## config.mk

```make
export PLATFORM = sky130hd
export DESIGN_NAME = tx_frame_ctrl
export DESIGN_NICKNAME = d
export VERILOG_FILES = /design/src/rtl/tx_frame_ctrl_pkg.sv /design/src/rtl/tx_frame_ctrl_baud_tick.sv /design/src/rtl/tx_frame_ctrl.sv
export SDC_FILE = /design/constraint.sdc
export NUM_CORES = 1
export LEC_CHECK = 0
export BUFFER_PORTS_ARGS = -buffer_cell sky130_fd_sc_hd__buf_2
export CAP_MARGIN = 20
export CORE_MARGIN = 2
export CORE_UTILIZATION = 40
export CTS_CLUSTER_DIAMETER = 120
export DETAILED_ROUTE_END_ITERATION = 7
export PLACE_DENSITY = 0.56
export SLEW_MARGIN = 20
export SYNTH_ARGS = -nofsm -noshare
export SYNTH_HDL_FRONTEND = slang
export SYNTH_SLANG_ARGS = --single-unit
export TNS_END_PERCENT = 10
```

## constraint.sdc

```tcl
create_clock -name i_hit -period 2.31 [get_ports i_hit]
set_clock_uncertainty 0.15 [all_clocks]
set_input_delay 0.1155 -clock i_hit [delete_from_list [all_inputs] [get_ports i_hit]]
set_output_delay 0.1155 -clock i_hit [all_outputs]
set_load 0.01 [all_outputs]
```

## src/rtl/tx_frame_ctrl_pkg.sv

```systemverilog
// Shared definitions for the framed ROM serialiser sequencer.
// Latency: n/a (types and constants only).
// Backpressure: n/a.
//
// Contents: FSM state encoding and per-word symbol-count constants.
package tx_frame_ctrl_pkg;

  typedef enum logic [2:0] {
    ST_IDLE   = 3'd0,
    ST_START  = 3'd1,
    ST_DATA   = 3'd2,
    ST_PARITY = 3'd3,
    ST_STOP   = 3'd4
  } state_t;

  // Data symbols per word; the ROM word is 4 bits wide.
  localparam int SYM_DATA = 4;

endpackage

```

## src/rtl/tx_frame_ctrl_baud_tick.sv

```systemverilog
// Symbol timer: counts 0..CLK_PER_BIT-1 and flags the last cycle of a symbol.
// Latency: tick is combinational from the registered count.
// Backpressure: none; i_restart holds the count at zero.
//
// Ports:
//   i_clk      clock, rising edge
//   i_rst_n    asynchronous active-low reset
//   i_restart  synchronous restart (count forced to 0)
//   o_tick     high on the last cycle of each symbol
module tx_frame_ctrl_baud_tick #(
  parameter int CLK_PER_BIT = 16
) (
  input  logic i_clk,
  input  logic i_rst_n,
  input  logic i_restart,
  output logic o_tick
);

  localparam int CW = $clog2(CLK_PER_BIT);
  localparam logic [CW-1:0] LAST = CW'(CLK_PER_BIT - 1);

  logic [CW-1:0] r_cnt;

  always_ff @(posedge i_clk or negedge i_rst_n) begin
    if (!i_rst_n) begin
      r_cnt <= '0;
    end else if (i_restart || (r_cnt == LAST)) begin
      r_cnt <= '0;
    end else begin
      r_cnt <= r_cnt + 1'b1;
    end
  end

  assign o_tick = (r_cnt == LAST);

endmodule

```

## src/rtl/tx_frame_ctrl.sv

```systemverilog
// Sequences ROM word/bit selection and frames each word UART-style on o_tx.
// Latency: first start symbol appears the edge start is accepted; each symbol CLK_PER_BIT cycles.
// Backpressure: start is only accepted in IDLE; requests while busy are dropped, not queued.
//
// Ports:
//   i_hit        clock, rising edge        i_clr      async active-low reset
//   i_start      transmit request (level)  i_abort    synchronous abort
//   i_first_nom  first word address        i_last_nom last word address
//   i_le         ROM word at o_nom         i_tx_bit   mux output i_le[o_bit]
//   o_nom        ROM word address          o_bit      mux bit select
//   o_tx         serial line, idle high    o_busy     transfer in progress
//   o_done       one-cycle completion pulse
module tx_frame_ctrl
  import tx_frame_ctrl_pkg::*;
#(
  parameter int CLK_PER_BIT = 16,
  parameter int PARITY_EN   = 1,
  parameter int STOP_BITS   = 1
) (
  input  logic       i_hit,
  input  logic       i_clr,
  input  logic       i_start,
  input  logic       i_abort,
  input  logic [3:0] i_first_nom,
  input  logic [3:0] i_last_nom,
  input  logic [3:0] i_le,
  input  logic       i_tx_bit,
  output logic [3:0] o_nom,
  output logic [1:0] o_bit,
  output logic       o_tx,
  output logic       o_busy,
  output logic       o_done
);

  state_t     r_state, w_state_nxt;
  logic [1:0] r_cnt, w_cnt_nxt;      // data index in DATA, stop index in STOP
  logic [3:0] r_nom, w_nom_d;
  logic [1:0] r_bit, w_bit_d;
  logic [3:0] r_last, w_last_d;
  logic       r_tx, w_tx_d;
  logic       r_busy, w_busy_d;
  logic       r_done, w_done_d;
  logic       r_par, w_par_d;

  logic w_tick, w_accept, w_abort, w_last_data, w_last_stop, w_last_word;

  // Symbol timer is held at zero while idle so every symbol after accept is full length.
  tx_frame_ctrl_baud_tick #(.CLK_PER_BIT(CLK_PER_BIT)) u_baud (
    .i_clk     (i_hit),
    .i_rst_n   (i_clr),
    .i_restart (r_state == ST_IDLE),
    .o_tick    (w_tick)
  );

  assign w_accept    = (r_state == ST_IDLE) && i_start && !i_abort;
  assign w_abort     = (r_state != ST_IDLE) && i_abort;
  assign w_last_data = (r_cnt == 2'(SYM_DATA - 1));
  assign w_last_stop = (r_cnt == 2'(STOP_BITS - 1));
  assign w_last_word = (r_nom == r_last);

  // State register
  always_ff @(posedge i_hit or negedge i_clr) begin
    if (!i_clr) begin
      r_state <= ST_IDLE;
      r_cnt   <= '0;
    end else begin
      r_state <= w_state_nxt;
      r_cnt   <= w_cnt_nxt;
    end
  end

  // Next-state logic
  always_comb begin
    w_state_nxt = r_state;
    w_cnt_nxt   = r_cnt;
    if (w_abort) begin
      w_state_nxt = ST_IDLE;
    end else begin
      case (r_state)
        ST_IDLE: if (w_accept) begin
          w_state_nxt = ST_START;
          w_cnt_nxt   = '0;
        end
        ST_START: if (w_tick) begin
          w_state_nxt = ST_DATA;
          w_cnt_nxt   = '0;
        end
        ST_DATA: if (w_tick) begin
          if (w_last_data) begin
            w_state_nxt = (PARITY_EN != 0) ? ST_PARITY : ST_STOP;
            w_cnt_nxt   = '0;
          end else begin
            w_cnt_nxt = r_cnt + 2'd1;
          end
        end
        ST_PARITY: if (w_tick) begin
          w_state_nxt = ST_STOP;
          w_cnt_nxt   = '0;
        end
        ST_STOP: if (w_tick) begin
          if (w_last_stop) begin
            w_state_nxt = w_last_word ? ST_IDLE : ST_START;
            w_cnt_nxt   = '0;
          end else begin
            w_cnt_nxt = r_cnt + 2'd1;
          end
        end
        default: w_state_nxt = ST_IDLE;
      endcase
    end
  end

  // Output logic. o_bit runs one symbol ahead of o_tx so the mux output is
  // settled for a whole symbol before it is captured onto the line.
  always_comb begin
    w_tx_d   = r_tx;
    w_nom_d  = r_nom;
    w_bit_d  = r_bit;
    w_last_d = r_last;
    w_par_d  = r_par;
    w_busy_d = r_busy;
    w_done_d = 1'b0;
    if (w_abort) begin
      w_tx_d   = 1'b1;
      w_busy_d = 1'b0;
    end else begin
      case (r_state)
        ST_IDLE: if (w_accept) begin
          w_last_d = i_last_nom;
          w_nom_d  = i_first_nom;
          w_bit_d  = '0;
          w_tx_d   = 1'b0;
          w_par_d  = 1'b0;
          w_busy_d = 1'b1;
        end
        ST_START: if (w_tick) begin
          w_tx_d  = i_tx_bit;
          w_par_d = r_par ^ i_le[r_bit];
          w_bit_d = r_bit + 2'd1;
        end
        ST_DATA: if (w_tick) begin
          if (w_last_data) begin
            // bit already wrapped to 0, ready for the next word
            w_tx_d = (PARITY_EN != 0) ? r_par : 1'b1;
          end else begin
            w_tx_d  = i_tx_bit;
            w_par_d = r_par ^ i_le[r_bit];
            w_bit_d = r_bit + 2'd1;
          end
        end
        ST_PARITY: if (w_tick) begin
          w_tx_d = 1'b1;
        end
        ST_STOP: if (w_tick && w_last_stop) begin
          if (w_last_word) begin
            w_busy_d = 1'b0;
            w_done_d = 1'b1;
          end else begin
            w_nom_d = r_nom + 4'd1;
            w_tx_d  = 1'b0;
            w_par_d = 1'b0;
          end
        end
        default: ;
      endcase
    end
  end

  always_ff @(posedge i_hit or negedge i_clr) begin
    if (!i_clr) begin
      r_tx   <= 1'b1;
      r_nom  <= '0;
      r_bit  <= '0;
      r_last <= '0;
      r_par  <= 1'b0;
      r_busy <= 1'b0;
      r_done <= 1'b0;
    end else begin
      r_tx   <= w_tx_d;
      r_nom  <= w_nom_d;
      r_bit  <= w_bit_d;
      r_last <= w_last_d;
      r_par  <= w_par_d;
      r_busy <= w_busy_d;
      r_done <= w_done_d;
    end
  end

  assign o_nom  = r_nom;
  assign o_bit  = r_bit;
  assign o_tx   = r_tx;
  assign o_busy = r_busy;
  assign o_done = r_done;

endmodule

```

==> metrics.md <==
| Metric | Value |
|---|---|
| Outcome | completed |
| Initial core utilization | 42.5% |
| Post-synthesis simple-gate area fraction | 18.5% |
| Max Cap Viol | 0 |
| Placeable core area | 3420 um^2 |
| Static Leak | 0.000782 uW |
| Largest net degree at the start of global routing | 24 |
| Drt initial violations | 49 |
| Root Buffer | clkbuf_4 |
| Drt first pass iters | 4 |
| Synth cell types | 46 |
| Slowest library cell on the worst path | dfrtp_1 |
| IO buf count | 25 |
| Critical Path Max Stage Delay | 0.40 ns |
| Slew headroom | 64.6% |
| Antenna-violating nets left | 0 |
| Xor and xnor area share after synthesis | 5.43% |
| Clock Sinks | 23 |
| Compound-Gate Fraction of Synth Area | 18.0% |
| Worst vdd ir | 341 uV |
| Slew @ Worst Pin | 0.532 ns |
| GRT Overall Usage | 18.3% |
| Slew Viols, Final | 0 |
| Tmin final | 2.04 ns |
| Total Nets Final | 210 |
| Most frequent cells in the layout | buf_2 (25), dfrtp_1 (22), nor2_1 (14) |
| I/O pin count | 26 |
| Fraction of layout cells with a size suffix above 1 | 24.1% |
| Final hold violations | 0 |
| Die area | 4130 um^2 |
| WP buf/inv | 0 |
| Placed Instances | 219 |
| DR vias/cell | 5.48 |
| Cell Area, Synth | 1450 um^2 |
| CTS Buf Count | 3 |
| Tcrit/Tclk final | 88.5% |
| Die X | 64.3 um |
| Number of global-route vias before repair | 1257 |
| HPWL Detailed | 2.37 mm |
| TritonCTS clock tree | yes |
| Synthesized Nets | 175 |
| # diodes | 0 |
| Register area | 577 um^2 |
| Area grow syn2layout | 20.2% |
| Max Root-Sink Buffers | 2 |
| Final wirelength | 3.41 mm |
| Post-synthesis register bit count | 23 |
| Startpoint Class | flop |
| Setup TNS | 0 ns |
| PwrDens | 605 nW/um^2 |
| Setup WS pre-CTS | 0.303 ns |
| Post-cts gate resize count | 0 |
| Via count | 1276 |
| Global placement routability congestion | 0.922 |
| Crit path kind | flop to flop |
| Max Clk Rate | 489 MHz |
| Area leader, netlist | dfrtp_1 |
| Commonest non-fill, non-tap cell in the layout | buf_2 |
| Final number of setup-violating endpoints | 0 |
| Multi-input gate area | 812 um^2 |
| Number of H-tree levels | 1 |
| Async set or reset register ratio after synthesis | 100% |
| CP top delay family | simple AND/OR/NAND/NOR gates |
| DRC | 0 |
| Synth top area cells | dfrtp_1 (38%), mux2_2 (4.7%), ha_1 (4.3%) |
| Avg Cell Area, Syn | 9.49 um^2 |
| CP required | 2.38 ns |
| Fill count | 329 |
| Final setup margin | 0.267 ns |
| Final Util | 51.1% |
| Seq/Total Area, Yosys | 39.7% |
| Clock latency reported for the late side of the worst-skew pair | 0.32 ns |
| Die Height | 64.3 um |
| GRT overflow | 0 |
| Worst path cell trace | ha_1 -> nand3_1 -> nor2_1 -> a211oi_1 -> a211oi_2 -> mux2_2 |
| Gate Count Post-Synth | 153 |
| Rows | 21 |
| Setup crit end kind | flop |
| Hold WC Path Type | primary input to flop |
| Worst-path clk slew | 0.14 ns |
| Largest family of logic cells by synthesized area | simple AND/OR/NAND/NOR gates |
| Initial antenna violation count | 0 |
| Worst Path Max Fanout | 7 |
| Area post-placement | 1620 um^2 |
| Adder-Cell Fraction of Synth Area | 5.00% |
| Predominant post-synthesis flop cell | dfrtp_1 |
| Ys Warns | 0 |
| Non-filler cells, final | 233 |
| First-pass GRT wire length | 6.00 mm |
| RSZ-0062 raised after global routing | no |
| Final Cell Area | 1750 um^2 |
| Per-cell routed wire length | 14.6 um |
| Post-synth EDFFs | 0 |
| Share of the synthesized area in the top cell type | 37.9% |
| CP arrival | 2.11 ns |
| Multiplexer share of the synthesized area | 8.96% |
==> cell type report <==
cell class,instances,area share (%)
clock buffer,3,1.29
clock inverter,1,0.430
inverter,4,0.860
multi-input combinational,117,46.5
sequential,23,33.0
tap,46,3.30
timing repair buffer,39,14.6
==> path summary, 6_finish.rpt <==
path	from	depth (start not counted)	to	slack, ns
max	u_baud.r_cnt[0]$_DFF_PN0_	6	r_cnt[0]$_DFFE_PN0P_	0.27
min	i_start	3	o_busy$_DFFE_PN0P_	0.02
max reg2reg	u_baud.r_cnt[0]$_DFF_PN0_	6	r_cnt[0]$_DFFE_PN0P_	0.27
min reg2reg	u_baud.r_cnt[0]$_DFF_PN0_	1	u_baud.r_cnt[0]$_DFF_PN0_	0.33
max in group asynchronous	i_clr	2	o_tx$_DFFE_PN1P_	1.51
min in group asynchronous	i_clr	2	o_nom[0]$_DFFE_PN0P_	0.14
==> state kept, by name, indices dropped and copies added (netlist names), 2 cells and up <==
| name | count |
|---|---|
| r_cnt | 2 |
| o_bit | 2 |
| o_nom | 4 |
| u_baud.r_cnt | 4 |
| r_last | 4 |
| r_state | 3 |
==> worst register-to-register path: stages (launching register included) <==
cell      delay (ns)
dfrtp_1         0.40
ha_1            0.23
nand3_1         0.26
nor2_1          0.18
a211oi_1        0.07
a211oi_2        0.29
mux2_2          0.37
==> metal layers <==
layer | routed length (um) | track usage, %
met4 | 32 | 4.79
met3 | 140 | 2.64
met5 | 0 | 0
met2 | 1480 | 28.0
met1 | 1750 | 26.9
==> cell usage after synthesis (3+ instances only) <==
| cell | instances |
|---|---|
| o21ai_0 | 10 |
| dfrtp_1 | 22 |
| nand3_1 | 6 |
| nand2_1 | 11 |
| nor3_1 | 6 |
| xor2_1 | 3 |
| mux2_2 | 6 |
| mux2i_1 | 4 |
| xnor2_1 | 6 |
| inv_1 | 4 |
| a21oi_1 | 8 |
| ha_1 | 5 |
| nor2_1 | 14 |
| buf_2 | 6 |
==> report_power, final <==
group,internal [uW],leakage [uW],switching [uW]
Clock,66.1,0.0000139,133
Combinational,162,0.000473,150
Sequential,471,0.000296,75.0
==> through the flow <==
step / hold WS, ns / total power (uW)
detailed placement: -0.0174 / 853
global route: 0.0295 / 1140
finish: 0.0162 / 1060
floorplan: -0.330 / 751
CTS: 0.00261 / 1070
global placement: -0.0236 / 846
==> what timing repair did <==
| item | in CTS | in global routing |
|---|---|---|
| hold endpoints to repair | 32 | 0 |
| buffers inserted | 0 | 0 |
| hold buffers | 10 | 0 |
==> cell families (layout without fill, tap and decap cells) <==
logic type	count (synthesis)	count (layout)
adders and majority gates	6	6
DFF	23	23
and+or+nand+nor	54	54
buffers and inverters	13	47
xor gates and xnor gates	9	9
muxes	11	11
AOI/OAI and AO/OA	37	37
(Power assumes the default switching activity.)
